`src/rtl/apb_master.sv`:
```
// APB requester: turns a valid/ready command stream into single APB transfers,
// returning one response per command with slave-error, misalignment and timeout reporting.
//
// state  | meaning
// IDLE   | cmd_ready high, no APB activity
// SETUP  | PSEL high, PENABLE low, exactly one cycle
// ACCESS | PSEL and PENABLE high, waiting on PREADY (bounded by TIMEOUT)
// RESP   | rsp_valid high, fields held until rsp_ready
module apb_master #(
    parameter int ADDR_W  = 32,
    parameter int DATA_W  = 32,
    parameter int TIMEOUT = 16
) (
    input  logic              PCLK,
    input  logic              PRESETn,
    input  logic              cmd_valid,
    output logic              cmd_ready,
    input  logic              cmd_write,
    input  logic [ADDR_W-1:0] cmd_addr,
    input  logic [DATA_W-1:0] cmd_wdata,
    output logic              rsp_valid,
    input  logic              rsp_ready,
    output logic [DATA_W-1:0] rsp_rdata,
    output logic              rsp_err,
    output logic              rsp_timeout,
    output logic              PSEL,
    output logic              PENABLE,
    output logic              PWRITE,
    output logic [ADDR_W-1:0] PADDR,
    output logic [DATA_W-1:0] PWDATA,
    input  logic [DATA_W-1:0] PRDATA,
    input  logic              PREADY,
    input  logic              PSLVERR
);

    localparam logic [1:0] ST_IDLE   = 2'd0;
    localparam logic [1:0] ST_SETUP  = 2'd1;
    localparam logic [1:0] ST_ACCESS = 2'd2;
    localparam logic [1:0] ST_RESP   = 2'd3;

    localparam int CNT_W = $clog2(TIMEOUT + 1);
    localparam logic [CNT_W-1:0] CNT_LAST = CNT_W'(TIMEOUT - 1);
    localparam logic [CNT_W-1:0] CNT_MAX  = CNT_W'(TIMEOUT);

    logic [1:0]        state_q,       state_d;
    logic              psel_q,        psel_d;
    logic              penable_q,     penable_d;
    logic              pwrite_q,      pwrite_d;
    logic [ADDR_W-1:0] paddr_q,       paddr_d;
    logic [DATA_W-1:0] pwdata_q,      pwdata_d;
    logic [DATA_W-1:0] rsp_rdata_q,   rsp_rdata_d;
    logic              rsp_err_q,     rsp_err_d;
    logic              rsp_timeout_q, rsp_timeout_d;
    logic [CNT_W-1:0]  wait_cnt_q,    wait_cnt_d;

    always_comb begin
        state_d       = state_q;
        psel_d        = psel_q;
        penable_d     = penable_q;
        pwrite_d      = pwrite_q;
        paddr_d       = paddr_q;
        pwdata_d      = pwdata_q;
        rsp_rdata_d   = rsp_rdata_q;
        rsp_err_d     = rsp_err_q;
        rsp_timeout_d = rsp_timeout_q;
        wait_cnt_d    = wait_cnt_q;

        case (state_q)
            ST_IDLE: begin
                if (cmd_valid) begin
                    if (cmd_addr[1:0] == 2'b00) begin
                        state_d  = ST_SETUP;
                        psel_d   = 1'b1;
                        pwrite_d = cmd_write;
                        paddr_d  = cmd_addr;
                        pwdata_d = cmd_write ? cmd_wdata : '0;
                    end else begin
                        // Misaligned: answer locally, the bus never sees it.
                        state_d       = ST_RESP;
                        rsp_rdata_d   = '0;
                        rsp_err_d     = 1'b1;
                        rsp_timeout_d = 1'b0;
                    end
                end
            end
            ST_SETUP: begin
                state_d    = ST_ACCESS;
                penable_d  = 1'b1;
                wait_cnt_d = '0;
            end
            ST_ACCESS: begin
                if (PREADY) begin
                    state_d       = ST_RESP;
                    psel_d        = 1'b0;
                    penable_d     = 1'b0;
                    rsp_rdata_d   = pwrite_q ? '0 : PRDATA;
                    rsp_err_d     = PSLVERR;
                    rsp_timeout_d = 1'b0;
                end else begin
                    if (wait_cnt_q != CNT_MAX) begin
                        wait_cnt_d = wait_cnt_q + 1'b1;
                    end
                    // wait_cnt_q counts ACCESS cycles already spent before this one.
                    if (wait_cnt_q >= CNT_LAST) begin
                        state_d       = ST_RESP;
                        psel_d        = 1'b0;
                        penable_d     = 1'b0;
                        rsp_rdata_d   = '0;
                        rsp_err_d     = 1'b1;
                        rsp_timeout_d = 1'b1;
                    end
                end
            end
            ST_RESP: begin
                if (rsp_ready) begin
                    state_d = ST_IDLE;
                end
            end
            default: begin
                state_d   = ST_IDLE;
                psel_d    = 1'b0;
                penable_d = 1'b0;
            end
        endcase
    end

    always_ff @(posedge PCLK or negedge PRESETn) begin
        if (!PRESETn) begin
            state_q       <= ST_IDLE;
            psel_q        <= 1'b0;
            penable_q     <= 1'b0;
            pwrite_q      <= 1'b0;
            paddr_q       <= '0;
            pwdata_q      <= '0;
            rsp_rdata_q   <= '0;
            rsp_err_q     <= 1'b0;
            rsp_timeout_q <= 1'b0;
            wait_cnt_q    <= '0;
        end else begin
            state_q       <= state_d;
            psel_q        <= psel_d;
            penable_q     <= penable_d;
            pwrite_q      <= pwrite_d;
            paddr_q       <= paddr_d;
            pwdata_q      <= pwdata_d;
            rsp_rdata_q   <= rsp_rdata_d;
            rsp_err_q     <= rsp_err_d;
            rsp_timeout_q <= rsp_timeout_d;
            wait_cnt_q    <= wait_cnt_d;
        end
    end

    // Gated by PRESETn so the requester never advertises readiness while held in reset.
    assign cmd_ready   = (state_q == ST_IDLE) && PRESETn;
    assign rsp_valid   = (state_q == ST_RESP);
    assign rsp_rdata   = rsp_rdata_q;
    assign rsp_err     = rsp_err_q;
    assign rsp_timeout = rsp_timeout_q;
    assign PSEL        = psel_q;
    assign PENABLE     = penable_q;
    assign PWRITE      = pwrite_q;
    assign PADDR       = paddr_q;
    assign PWDATA      = pwdata_q;

endmodule

```
`config.mk`:
```
export PLATFORM = sky130hd
export DESIGN_NAME = apb_master
export DESIGN_NICKNAME = d
export VERILOG_FILES = /design/src/rtl/apb_master.sv
export SDC_FILE = /design/constraint.sdc
export NUM_CORES = 1
export LEC_CHECK = 0
export ABC_AREA = 1
export CORE_MARGIN = 2
export CORE_UTILIZATION = 46
export DETAILED_ROUTE_END_ITERATION = 10
export PLACE_DENSITY = 0.86
export SYNTH_ARGS = -nofsm -noshare
export SYNTH_HDL_FRONTEND = slang
export SYNTH_SLANG_ARGS = --single-unit
```
`constraint.sdc`:
```
create_clock -name PCLK -period 2.5 [get_ports PCLK]
set_input_delay 0.5 -clock PCLK [delete_from_list [all_inputs] [get_ports PCLK]]
set_output_delay 0.5 -clock PCLK [all_outputs]
set_load 0.05 [all_outputs]
```
==> metrics.log, run 1 <==
INFO  metric run_status = complete, no violations
INFO  metric grt_antenna_before_repair = 0
INFO  metric crit_path_end_kind = output port
INFO  metric worst_clock_skew = 0.0114 ns
INFO  metric drcViolationCount = 0
INFO  metric cpLargestDelayFamily = buffers and inverters
INFO  metric r2r_setup_slack = approximately 0.44 ns
INFO  metric finalCriticalPeriod = approximately 2.3 ns
INFO  metric worstPathRequired = 2.00 ns
INFO  metric route.detailed.wl_per_inst = about 14 um
INFO  metric yosysTopAreaCellShare = between 50% and 60%
INFO  metric timing.final.setup_violations = 0
INFO  metric htreeDepth = 3
INFO  metric leading_cell_types_by_total_area_after_synthesis = sky130_fd_sc_hd__dfrtp_1 (56%), sky130_fd_sc_hd__nand2_1 (20%), sky130_fd_sc_hd__nand4_1 (5.0%)
INFO  metric worst-endpoint-arrival = roughly 1.8 ns
INFO  metric initial_utilization = 46.9%
INFO  metric cts-root-buf = sky130_fd_sc_hd__clkbuf_8
INFO  metric cts.repair_timing.setup_buffer_count = 0
INFO  metric clock_sink_count = between 100 and 150
INFO  metric first_global_vias = roughly 4300
INFO  metric synth-edff-count = 0
INFO  metric yosys.cell_count.top_type = sky130_fd_sc_hd__nand2_1
INFO  metric gpl.final_weighted_congestion = 0.865
INFO  metric hold_violations = 0
INFO  metric yosys-top-cells-count = sky130_fd_sc_hd__nand2_1 (251), sky130_fd_sc_hd__dfrtp_1 (108), sky130_fd_sc_hd__inv_1 (52)
INFO  metric ys.flop_type = sky130_fd_sc_hd__dfrtp_1
INFO  metric layout-area-overhead-vs-synth = 48.7%
INFO  metric placement_rows = 37
INFO  metric drtPass1Iterations = 5
INFO  metric drv_slew = 0
INFO  metric clkSlewWorstSetupHoldPaths = ~0.09 ns
INFO  metric ant_nets = 0
INFO  metric portBuffers = slightly above 200
INFO  metric pin_count = slightly above 200
INFO  metric floorplan.die.width = roughly 110 um
INFO  metric min-delay-path-class = register to register
INFO  metric critPathMaxStageDelay = ~0.82 ns
INFO  metric critical_path.startpoint_type = register
INFO  metric vias_per_cell = 4.85
INFO  metric synth_nets = a little under 700
INFO  metric critical_path_cell_list = ha_1 > clkdlybuf4s50_1
INFO  metric crit_fanout = 4
INFO  metric cellLeakagePower = 3.55 nW
INFO  metric post_synth_inst_count = 584
INFO  metric clock_path_buffers = 2
INFO  metric die_y = between 100 and 150 um
INFO  metric hold_ws = just under 0.5 ns
INFO  metric power-per-cell-area = roughly 1300 mW/mm2
INFO  metric cell_area_after_technology_mapping = 0.00480 mm2
INFO  metric grt_first_pass_wirelength = ~21 mm
INFO  metric routed-via-count = 4441
INFO  metric synth.yosys.seq_area_share = between 50% and 60%
INFO  metric path_class = register to output port
INFO  metric relSlewSlack = a little over 60%
INFO  metric routed_wl = approximately 13 mm
INFO  metric max_cap_viol_count = 0
INFO  metric cts_tree = done
INFO  metric final.period_utilization = around 92%
INFO  metric cp_slowest_cell = sky130_fd_sc_hd__clkdlybuf4s50_1
INFO  metric clkLatencyLatePin = 0.36 ns
INFO  metric fin_setup_tns = 0 ns
INFO  metric synth-warning-count = 0
INFO  metric grt_start_max_net_pins = 97
INFO  metric tritoncts.num_buffers = 9
INFO  metric detailedRoute.firstIterationViolations = 360
INFO  metric yosysUniqueCellTypes = 19
INFO  metric critPathBufInv = 1
INFO  metric nNetsFinal = approximately 880
INFO  metric achievable-frequency = about 0.43 GHz
INFO  metric grt_util_all_layers = about a quarter
INFO  metric vdd_drop_max = 0.000860 V
INFO  metric synth_async_sr_flop_share = 100%
INFO  metric drive_gt1_share = around 4.6%
INFO  metric die_area = roughly 0.011 mm2
INFO  metric grt.overflow.total = 0
INFO  metric core_region_area = about 0.01 mm2
INFO  metric number_of_diodes = 0
INFO  metric post_synth.cell_area_avg = 8.21 um2
INFO  metric synth.ff_latch_count = approximately 110
INFO  metric synth.largest_area_cell = sky130_fd_sc_hd__dfrtp_1
INFO  metric dpl.hpwl = 9.55 mm
INFO  metric rsz_0062_raised_after_global_routing = false
INFO  metric slew_of_the_pin_with_the_lowest_slew_margin = 0.583 ns
==> where the power goes <==
part	internal (W)	switching (W)	total, W	leakage (nW)
clock	0.000399	0.000607	0.00101	0.0944
sequential	0.00243	0.000408	0.00283	1.42
combinational	0.00175	0.00382	0.00557	2.04
==> kinds of logic after synthesis <==
| kind of cell | share of synthesized area (%) |
|---|---|
| AO/OA/AOI/OAI | 4.75 |
| adder cells (fa/ha/maj) | 1.57 |
| buffers and inverters | 7.77 |
| flip-flops | 56.4 |
| AND/OR/NAND/NOR | 29.6 |
==> cell type report <==
class	instances	area (um2)
fillers	792	3100
flip-flops and latches	108	2700
repair buffers	216	2160
multi-input cells	388	1720
inverters	52	195
well taps	136	170
clock buffers	10	138
clock inverters	5	46.3
==> sequential cells by signal, summed over array words and instances, names as in the netlist <==
signal,count
state_q,2
wait_cnt_q,5
PADDR,32
rsp_timeout,1
PWDATA,32
PSEL,1
PENABLE,1
rsp_rdata,32
rsp_err,1
PWRITE,1
==> metrics by stage <==
step | power (W) | setup slack [ns] | cells | utilization (%) | area, um2
global route | 0.00991 | 0.149 | 915 | 69.7 | 7130
floorplan | 0.00651 | 0.909 | 584 | - | 4800
detailed placement | 0.00843 | 0.321 | 899 | 67.8 | 6940
CTS | 0.00946 | 0.193 | 915 | 69.7 | 7130
global placement | 0.00830 | 0.423 | 899 | 67.8 | 6940
finish | 0.00941 | 0.199 | 915 | 69.7 | 7130
==> routing by layer <==
metal  wire (um)  up-vias  share of wire [%]  global-route usage [%]
met1        5110     2077                 39                    28.6
met5           0        -                  0                       0
met4         340        0                2.6                    8.74
met3         648       24                5.0                    4.05
li1            -     2191                  -                       -
met2        6940      149                 53                    42.0
==> tightest hold or removal path, stage by stage (launching register included) <==
cell and delay, ns:
sky130_fd_sc_hd__dfrtp_1 0.35, sky130_fd_sc_hd__nand2_1 0.05, sky130_fd_sc_hd__nand2_1 0.05
==> cell usage in the layout (no fill, tap or decap) <==
| cell type | count |
|---|---|
| sky130_fd_sc_hd__o21bai_2 | 1 |
| sky130_fd_sc_hd__nor2_4 | 1 |
| sky130_fd_sc_hd__a21oi_4 | 1 |
| sky130_fd_sc_hd__o21ai_1 | 3 |
| sky130_fd_sc_hd__nand2_1 | 251 |
| sky130_fd_sc_hd__clkdlybuf4s50_1 | 203 |
| sky130_fd_sc_hd__dlygate4sd3_1 | 1 |
| sky130_fd_sc_hd__inv_8 | 1 |
| sky130_fd_sc_hd__nand4_1 | 38 |
| sky130_fd_sc_hd__buf_12 | 2 |
| sky130_fd_sc_hd__dfrtp_1 | 108 |
| sky130_fd_sc_hd__or2_2 | 3 |
| sky130_fd_sc_hd__clkbuf_8 | 10 |
| sky130_fd_sc_hd__o21ai_0 | 37 |
| sky130_fd_sc_hd__ha_1 | 6 |
| sky130_fd_sc_hd__nand2_2 | 1 |
| sky130_fd_sc_hd__inv_1 | 52 |
| sky130_fd_sc_hd__nand3_4 | 1 |
| sky130_fd_sc_hd__nand3_2 | 1 |
| sky130_fd_sc_hd__nor2_1 | 37 |
| sky130_fd_sc_hd__buf_4 | 10 |
| sky130_fd_sc_hd__nand3_1 | 7 |
| sky130_fd_sc_hd__clkinv_4 | 4 |
==> what timing repair did <==
action,CTS,global route
gates resized for setup,0,0
hold buffers,1,0
hold endpoints to repair,16,0
==> final timing paths <==
kind | from | endpoint | depth (start not counted)
worst max-delay path | state_q[1] | rsp_valid | 2
worst min-delay path | rsp_rdata[30] | rsp_rdata[30] | 2
worst max register to register | wait_cnt_q[0] | rsp_rdata[20] | 11
worst min register to register | rsp_rdata[30] | rsp_rdata[30] | 2
max in group asynchronous | PRESETn | PADDR[29] | 3
min in group asynchronous | PRESETn | rsp_rdata[2] | 2
(Power assumes the default switching activity.)
==> run 2, diff against run 1 <==
--- a/config.mk
+++ b/config.mk
@@ -7,9 +7,10 @@
 export LEC_CHECK = 0
 export ABC_AREA = 1
 export CORE_MARGIN = 2
-export CORE_UTILIZATION = 46
+export CORE_UTILIZATION = 29
 export DETAILED_ROUTE_END_ITERATION = 10
-export PLACE_DENSITY = 0.86
+export GPL_ROUTABILITY_DRIVEN = 0
+export SETUP_SLACK_MARGIN = 0.3
 export SYNTH_ARGS = -nofsm -noshare
 export SYNTH_HDL_FRONTEND = slang
 export SYNTH_SLANG_ARGS = --single-unit
==> metrics.log, run 2 (synthesis gave the netlist of run 1 again) <==
INFO  metric run_status = complete, no violations
INFO  metric relSlewSlack = 61.0%
INFO  metric cts-root-buf = sky130_fd_sc_hd__clkbuf_16
INFO  metric first_global_vias = 4356
INFO  metric vias_per_cell = about 4.4
INFO  metric fin_setup_tns = 0 ns
INFO  metric drcViolationCount = 0
INFO  metric crit_fanout = 2
INFO  metric slew_of_the_pin_with_the_lowest_slew_margin = 0.585 ns
INFO  metric met3_usage = under 10%
INFO  metric grt_first_pass_wirelength = 22.5 mm
INFO  metric floorplan.die.width = between 100 and 150 um
INFO  metric worst_clock_skew = about 0.011 ns
INFO  metric internal_power = between 0.005 and 0.006 W
INFO  metric routed_wl = ~13 mm
INFO  metric grt_util_all_layers = 15.7%
INFO  metric nNetsFinal = 886
INFO  metric clock_power_share = between 10% and 20%
INFO  metric dpl.hpwl = between 9 and 10 mm
INFO  metric mostFrequentLayoutCells = sky130_fd_sc_hd__nand2_1 (251), sky130_fd_sc_hd__clkdlybuf4s50_1 (202), sky130_fd_sc_hd__dfrtp_1 (108)
INFO  metric finalCriticalPeriod = around 2.1 ns
INFO  metric sequentialPowerShare = between 20% and 30%
INFO  metric hold_violations = 0
INFO  metric final.period_utilization = between 80% and 90%
INFO  metric power_switching_share = between 40% and 50%
INFO  metric cts_tree = done
INFO  metric cpLargestDelayFamily = buffers and inverters
INFO  metric ant_nets = 0
INFO  metric core_region_area = around 0.016 mm2
INFO  metric detailedRoute.firstIterationViolations = about 260
INFO  metric global_route.usage.met1 = around a fifth
INFO  metric worst-endpoint-arrival = roughly 1.6 ns
INFO  metric critPathMaxStageDelay = approximately 0.85 ns
INFO  metric worstPathRequired = 2.00 ns
INFO  metric crit_path_end_kind = output port
INFO  metric number_of_diodes = 0
INFO  metric met2_usage = about a quarter
INFO  metric drive_gt1_share = under 10%
INFO  metric placement_rows = 47
INFO  metric reg_to_reg_start = wait_cnt_q[1]
INFO  metric die_area = 0.0176 mm2
INFO  metric route.detailed.wl_per_inst = approximately 13 um
INFO  metric most_common_cell_after_layout_fill_and_taps_aside = sky130_fd_sc_hd__nand2_1
INFO  metric power-per-cell-area = approximately 1400 mW/mm2
INFO  metric clock_sink_count = around 110
INFO  metric portBuffers = between 200 and 250
INFO  metric critical_path_cell_list = clkdlybuf4s50_1
INFO  metric routed-via-count = about 4400
INFO  metric cp_slowest_cell = sky130_fd_sc_hd__clkdlybuf4s50_1
INFO  metric tritoncts.num_buffers = 9
INFO  metric ctsHoldBuffers = 0
INFO  metric grt_antenna_before_repair = 0
INFO  metric clock_path_buffers = 2
INFO  metric path_class = register to output port
INFO  metric vdd_drop_max = between 0.0006 and 0.0007 V
INFO  metric drtPass1Iterations = 4
INFO  metric pin_count = 206
INFO  metric rsz_0062_raised_after_global_routing = false
INFO  metric die_y = between 100 and 150 um
INFO  metric htreeDepth = 3
INFO  metric clkSlewWorstSetupHoldPaths = approximately 0.08 ns
INFO  metric crit_start = rsp_rdata[2]
INFO  metric timing.final.setup_violations = 0
INFO  metric globalRoute.busiestLayer = met2
INFO  metric critical_path.startpoint_type = register
INFO  metric grt_start_max_net_pins = about 110
INFO  metric fin_util = around 45%
INFO  metric layout-area-overhead-vs-synth = 54.3%
INFO  metric max_cap_viol_count = 0
INFO  metric comb_power_share = between 50 and 60%
INFO  metric cellLeakagePower = around 3.6 nW
INFO  metric clkLatencyLatePin = about 0.35 ns
INFO  metric critPathBufInv = 1
INFO  metric achievable-frequency = roughly 0.49 GHz
INFO  metric drv_slew = 0
INFO  metric initial_utilization = between 20 and 30%
INFO  metric grt.overflow.total = 0
INFO  metric min-delay-path-class = input port to asynchronous set/reset pin
INFO  metric switching_power = roughly 0.0049 W
run 2: changes by cell type in the layout (fill, tap and decap cells not counted), moves of 2 or more:
cell | previous run | this run
sky130_fd_sc_hd__buf_12 | 2 | 4
sky130_fd_sc_hd__clkinvlp_4 | 0 | 4
sky130_fd_sc_hd__clkbuf_16 | 0 | 9
sky130_fd_sc_hd__clkbuf_8 | 10 | 0
sky130_fd_sc_hd__clkinv_4 | 4 | 0
sky130_fd_sc_hd__bufinv_16 | 0 | 2
run 2: through the flow:
stage                     hold slack [ns]  setup WS (ns)  area, um2  std cells  total power (W)
after floorplan                     0.204          0.909       4800        584          0.00651
after global placement              0.450          0.470       7090        986          0.00853
after detailed placement            0.456          0.426       7090        986          0.00855
after CTS                           0.274          0.435       7400       1001           0.0101
after global routing                0.293          0.302       7400       1001           0.0106
final                               0.243          0.448       7400       1001          0.00999
run 2: final timing paths:
check | to | slack [ns] | cells after the start
setup / recovery | rsp_rdata[2] | 0.45 | 1
hold / removal | rsp_rdata[30] | 0.24 | 2
setup reg to reg | rsp_rdata[17] | 0.52 | 11
hold reg to reg | PADDR[1] | 0.47 | 2
max in group asynchronous | PADDR[28] | 1.82 | 2
min in group PCLK | PADDR[1] | 0.47 | 2
run 2: power groups by stage:
| stage | sequential, W | combinational, W | clock (W) |
|---|---|---|---|
| 6_report | 0.00281 | 0.00566 | 0.00153 |
| 5_1_grt | 0.00291 | 0.00600 | 0.00165 |
| 2_1_floorplan | 0.00511 | 0.00140 | 0 |
| 4_1_cts | 0.00281 | 0.00572 | 0.00159 |
| 3_3_place_gp | 0.00282 | 0.00571 | 0 |
| 3_5_place_dp | 0.00283 | 0.00571 | 0 |
run 2: area by class of cell:
class	count	area [um2]
clock buffer	9	225
sequential	108	2700
timing repair buffer	218	2190
multi-input combinational	388	1720
tap	220	275
clock inverter	6	90.1
inverter	52	195
fill	1645	8950
run 2: timing repair:
action | 4_1_cts | 5_1_grt
resized for setup | 1 | 0
endpoints found under the setup margin | 1 | 0
buffers inserted | 0 | 0
run 2: routing by layer:
layer,vias up,part of all wire (%)
li1,2201,-
met1,2016,45
met2,117,47
met3,24,4.7
met4,0,3.2
met5,-,0
==> run 3, diff against run 2 <==
==> constraint.sdc (replaced) <==
create_clock -name PCLK -period 1.79 [get_ports PCLK]
set_input_delay 0.358 -clock PCLK [delete_from_list [all_inputs] [get_ports PCLK]]
set_output_delay 0.358 -clock PCLK [all_outputs]
set_load 0.05 [all_outputs]
==> metrics.log, run 3 (synthesis gave the netlist of run 1 again) <==
INFO  metric grt_antenna_before_repair = 0
INFO  metric critical_path.startpoint_type = register
INFO  metric cts-root-buf = sky130_fd_sc_hd__clkbuf_16
INFO  metric mostFrequentLayoutCells = sky130_fd_sc_hd__nand2_1 (235), sky130_fd_sc_hd__buf_4 (119), sky130_fd_sc_hd__dfrtp_1 (108)
INFO  metric reg_to_reg_start = state_q[0]
INFO  metric tritoncts.num_buffers = 9
INFO  metric placement_rows = 47
INFO  metric die_y = between 100 and 150 um
INFO  metric post-route-cell-area = 0.00784 mm2
INFO  metric routed_wl = around 15 mm
INFO  metric detailedRoute.firstIterationViolations = around 280
INFO  metric vdd_drop_max = between 0.0009 and 0.001 V
INFO  metric achievable-frequency = 0.583 GHz
INFO  metric fin_util = between 40% and 50%
INFO  metric number_of_diodes = 0
INFO  metric dpl.hpwl = roughly 9.6 mm
INFO  metric clkSlewWorstSetupHoldPaths = around 0.07 ns
INFO  metric pin_count = just over 200
INFO  metric drive_gt1_share = around a quarter
INFO  metric hold_ws = 0.0762 ns
INFO  metric slew_of_the_pin_with_the_lowest_slew_margin = roughly 0.63 ns
INFO  metric ctsHoldBuffers = 0
INFO  metric floorplan.die.width = approximately 130 um
INFO  metric r2r-end = rsp_rdata[30]
INFO  metric cellLeakagePower = roughly 4.1 nW
INFO  metric layout-area-overhead-vs-synth = 63.4%
INFO  metric power-per-cell-area = about 1900 mW/mm2
INFO  metric crit_fanout = 8
INFO  metric timing.final.setup_violations = 0
INFO  metric run_status = complete, no violations
INFO  metric vias_per_cell = 4.39
INFO  metric relSlewSlack = 57.9%
INFO  metric initial_utilization = approximately 29%
INFO  metric first_global_vias = about 4300
INFO  metric grt_util_all_layers = between 10% and 20%
INFO  metric worstPathRequired = ~2.0 ns
INFO  metric min-delay-path-class = input port to asynchronous set/reset pin
INFO  metric drcViolationCount = 0
INFO  metric hold_violations = 0
INFO  metric grt_first_pass_wirelength = ~22 mm
INFO  metric core_region_area = roughly 0.016 mm2
INFO  metric most_common_cell_after_layout_fill_and_taps_aside = sky130_fd_sc_hd__nand2_1
INFO  metric max_cap_viol_count = 0
INFO  metric detailed_place.area = ~0.0070 mm2
INFO  metric routed-via-count = about 4500
INFO  metric clock_path_buffers = 2
INFO  metric finalWorstSetupSlack = around 0.074 ns
INFO  metric clkLatencyLatePin = ~0.34 ns
INFO  metric crit_path_end_kind = register
INFO  metric final.period_utilization = 95.8%
INFO  metric rsz_0062_raised_after_global_routing = true
INFO  metric placement.setup.worst_slack = a little under 0.008 ns
INFO  metric die_area = around 0.018 mm2
INFO  metric finalCriticalPeriod = 1.72 ns
INFO  metric worst_clock_skew = about 0.0042 ns
INFO  metric grt_start_max_net_pins = ~110
INFO  metric nNetsFinal = around 920
INFO  metric cts_tree = done
INFO  metric htreeDepth = 3
INFO  metric drv_slew = 0
INFO  metric worst-endpoint-arrival = between 1.5 and 2 ns
INFO  metric portBuffers = roughly 210
INFO  metric drtPass1Iterations = 4
INFO  metric clock_sink_count = 108
INFO  metric path_class = register to register
INFO  metric grt.overflow.total = 0
INFO  metric route.detailed.wl_per_inst = between 10 and 15 um
INFO  metric fin_setup_tns = 0 ns
INFO  metric worst-r2r-cell-count = 9
INFO  metric ant_nets = 0
INFO  metric r2r_setup_slack = between 0.07 and 0.08 ns
## run 3: worst max-delay path by stage
stage | startpoint | end | slack, ns | cells past startpoint
after floorplan | wait_cnt_q[1] | rsp_rdata[14] | 0.22 | 12
after global placement | cmd_addr[1] | rsp_rdata[2] | 0.04 | 6
after detailed placement | cmd_addr[1] | PADDR[2] | 0.008 | 7
after CTS | state_q[0] | cmd_ready | 0.08 | 6
after global routing | wait_cnt_q[1] | rsp_rdata[18] | -0.002 | 12
final | state_q[0] | rsp_rdata[30] | 0.07 | 9
## run 3: report_power, final
group | switching [W] | internal (W) | total (W)
Sequential | 0.000561 | 0.00340 | 0.00396
Clock | 0.000913 | 0.00142 | 0.00233
Combinational | 0.00574 | 0.00288 | 0.00862
Total | 0.00722 | 0.00769 | 0.0149
## run 3: layout make-up
| class | instances | area (um2) |
|---|---|---|
| clock buffer | 11 | 243 |
| clock inverter | 5 | 108 |
| fill | 1625 | 8510 |
| inverter | 52 | 205 |
| multi-input combinational | 389 | 1880 |
| sequential | 108 | 2700 |
| tap | 220 | 275 |
| timing repair buffer | 250 | 2420 |
## run 3: routing by layer
metal / wire [um] / GRT usage (%)
met3: 588 / 2.76
met4: 286 / 6.75
met5: 0 / 0
met2: 7190 / 25.8
met1: 6600 / 20.6
## run 3: stage by stage
stage,instances,power (W)
global placement,998,0.0118
floorplan,584,0.00915
CTS,1018,0.0145
finish,1035,0.0149
global route,1035,0.0157
detailed placement,998,0.0119
## run 3: repair_timing
item	4_1_cts	5_1_grt
buffers inserted	3	9
setup endpoints to repair	101	101
cloned	1	8
pin swaps	3	6
gates resized for setup	23	48
## run 3: critical path, stage by stage (launching register included)
cell and delay [ns]:
sky130_fd_sc_hd__dfrtp_1 0.36, sky130_fd_sc_hd__inv_2 0.07, sky130_fd_sc_hd__ha_4 0.16, sky130_fd_sc_hd__buf_6 0.11, sky130_fd_sc_hd__buf_4 0.15, sky130_fd_sc_hd__a21oi_4 0.27
sky130_fd_sc_hd__nand3_4 0.16, sky130_fd_sc_hd__clkbuf_16 0.21, sky130_fd_sc_hd__nand2_2 0.06, sky130_fd_sc_hd__nand2_1 0.05
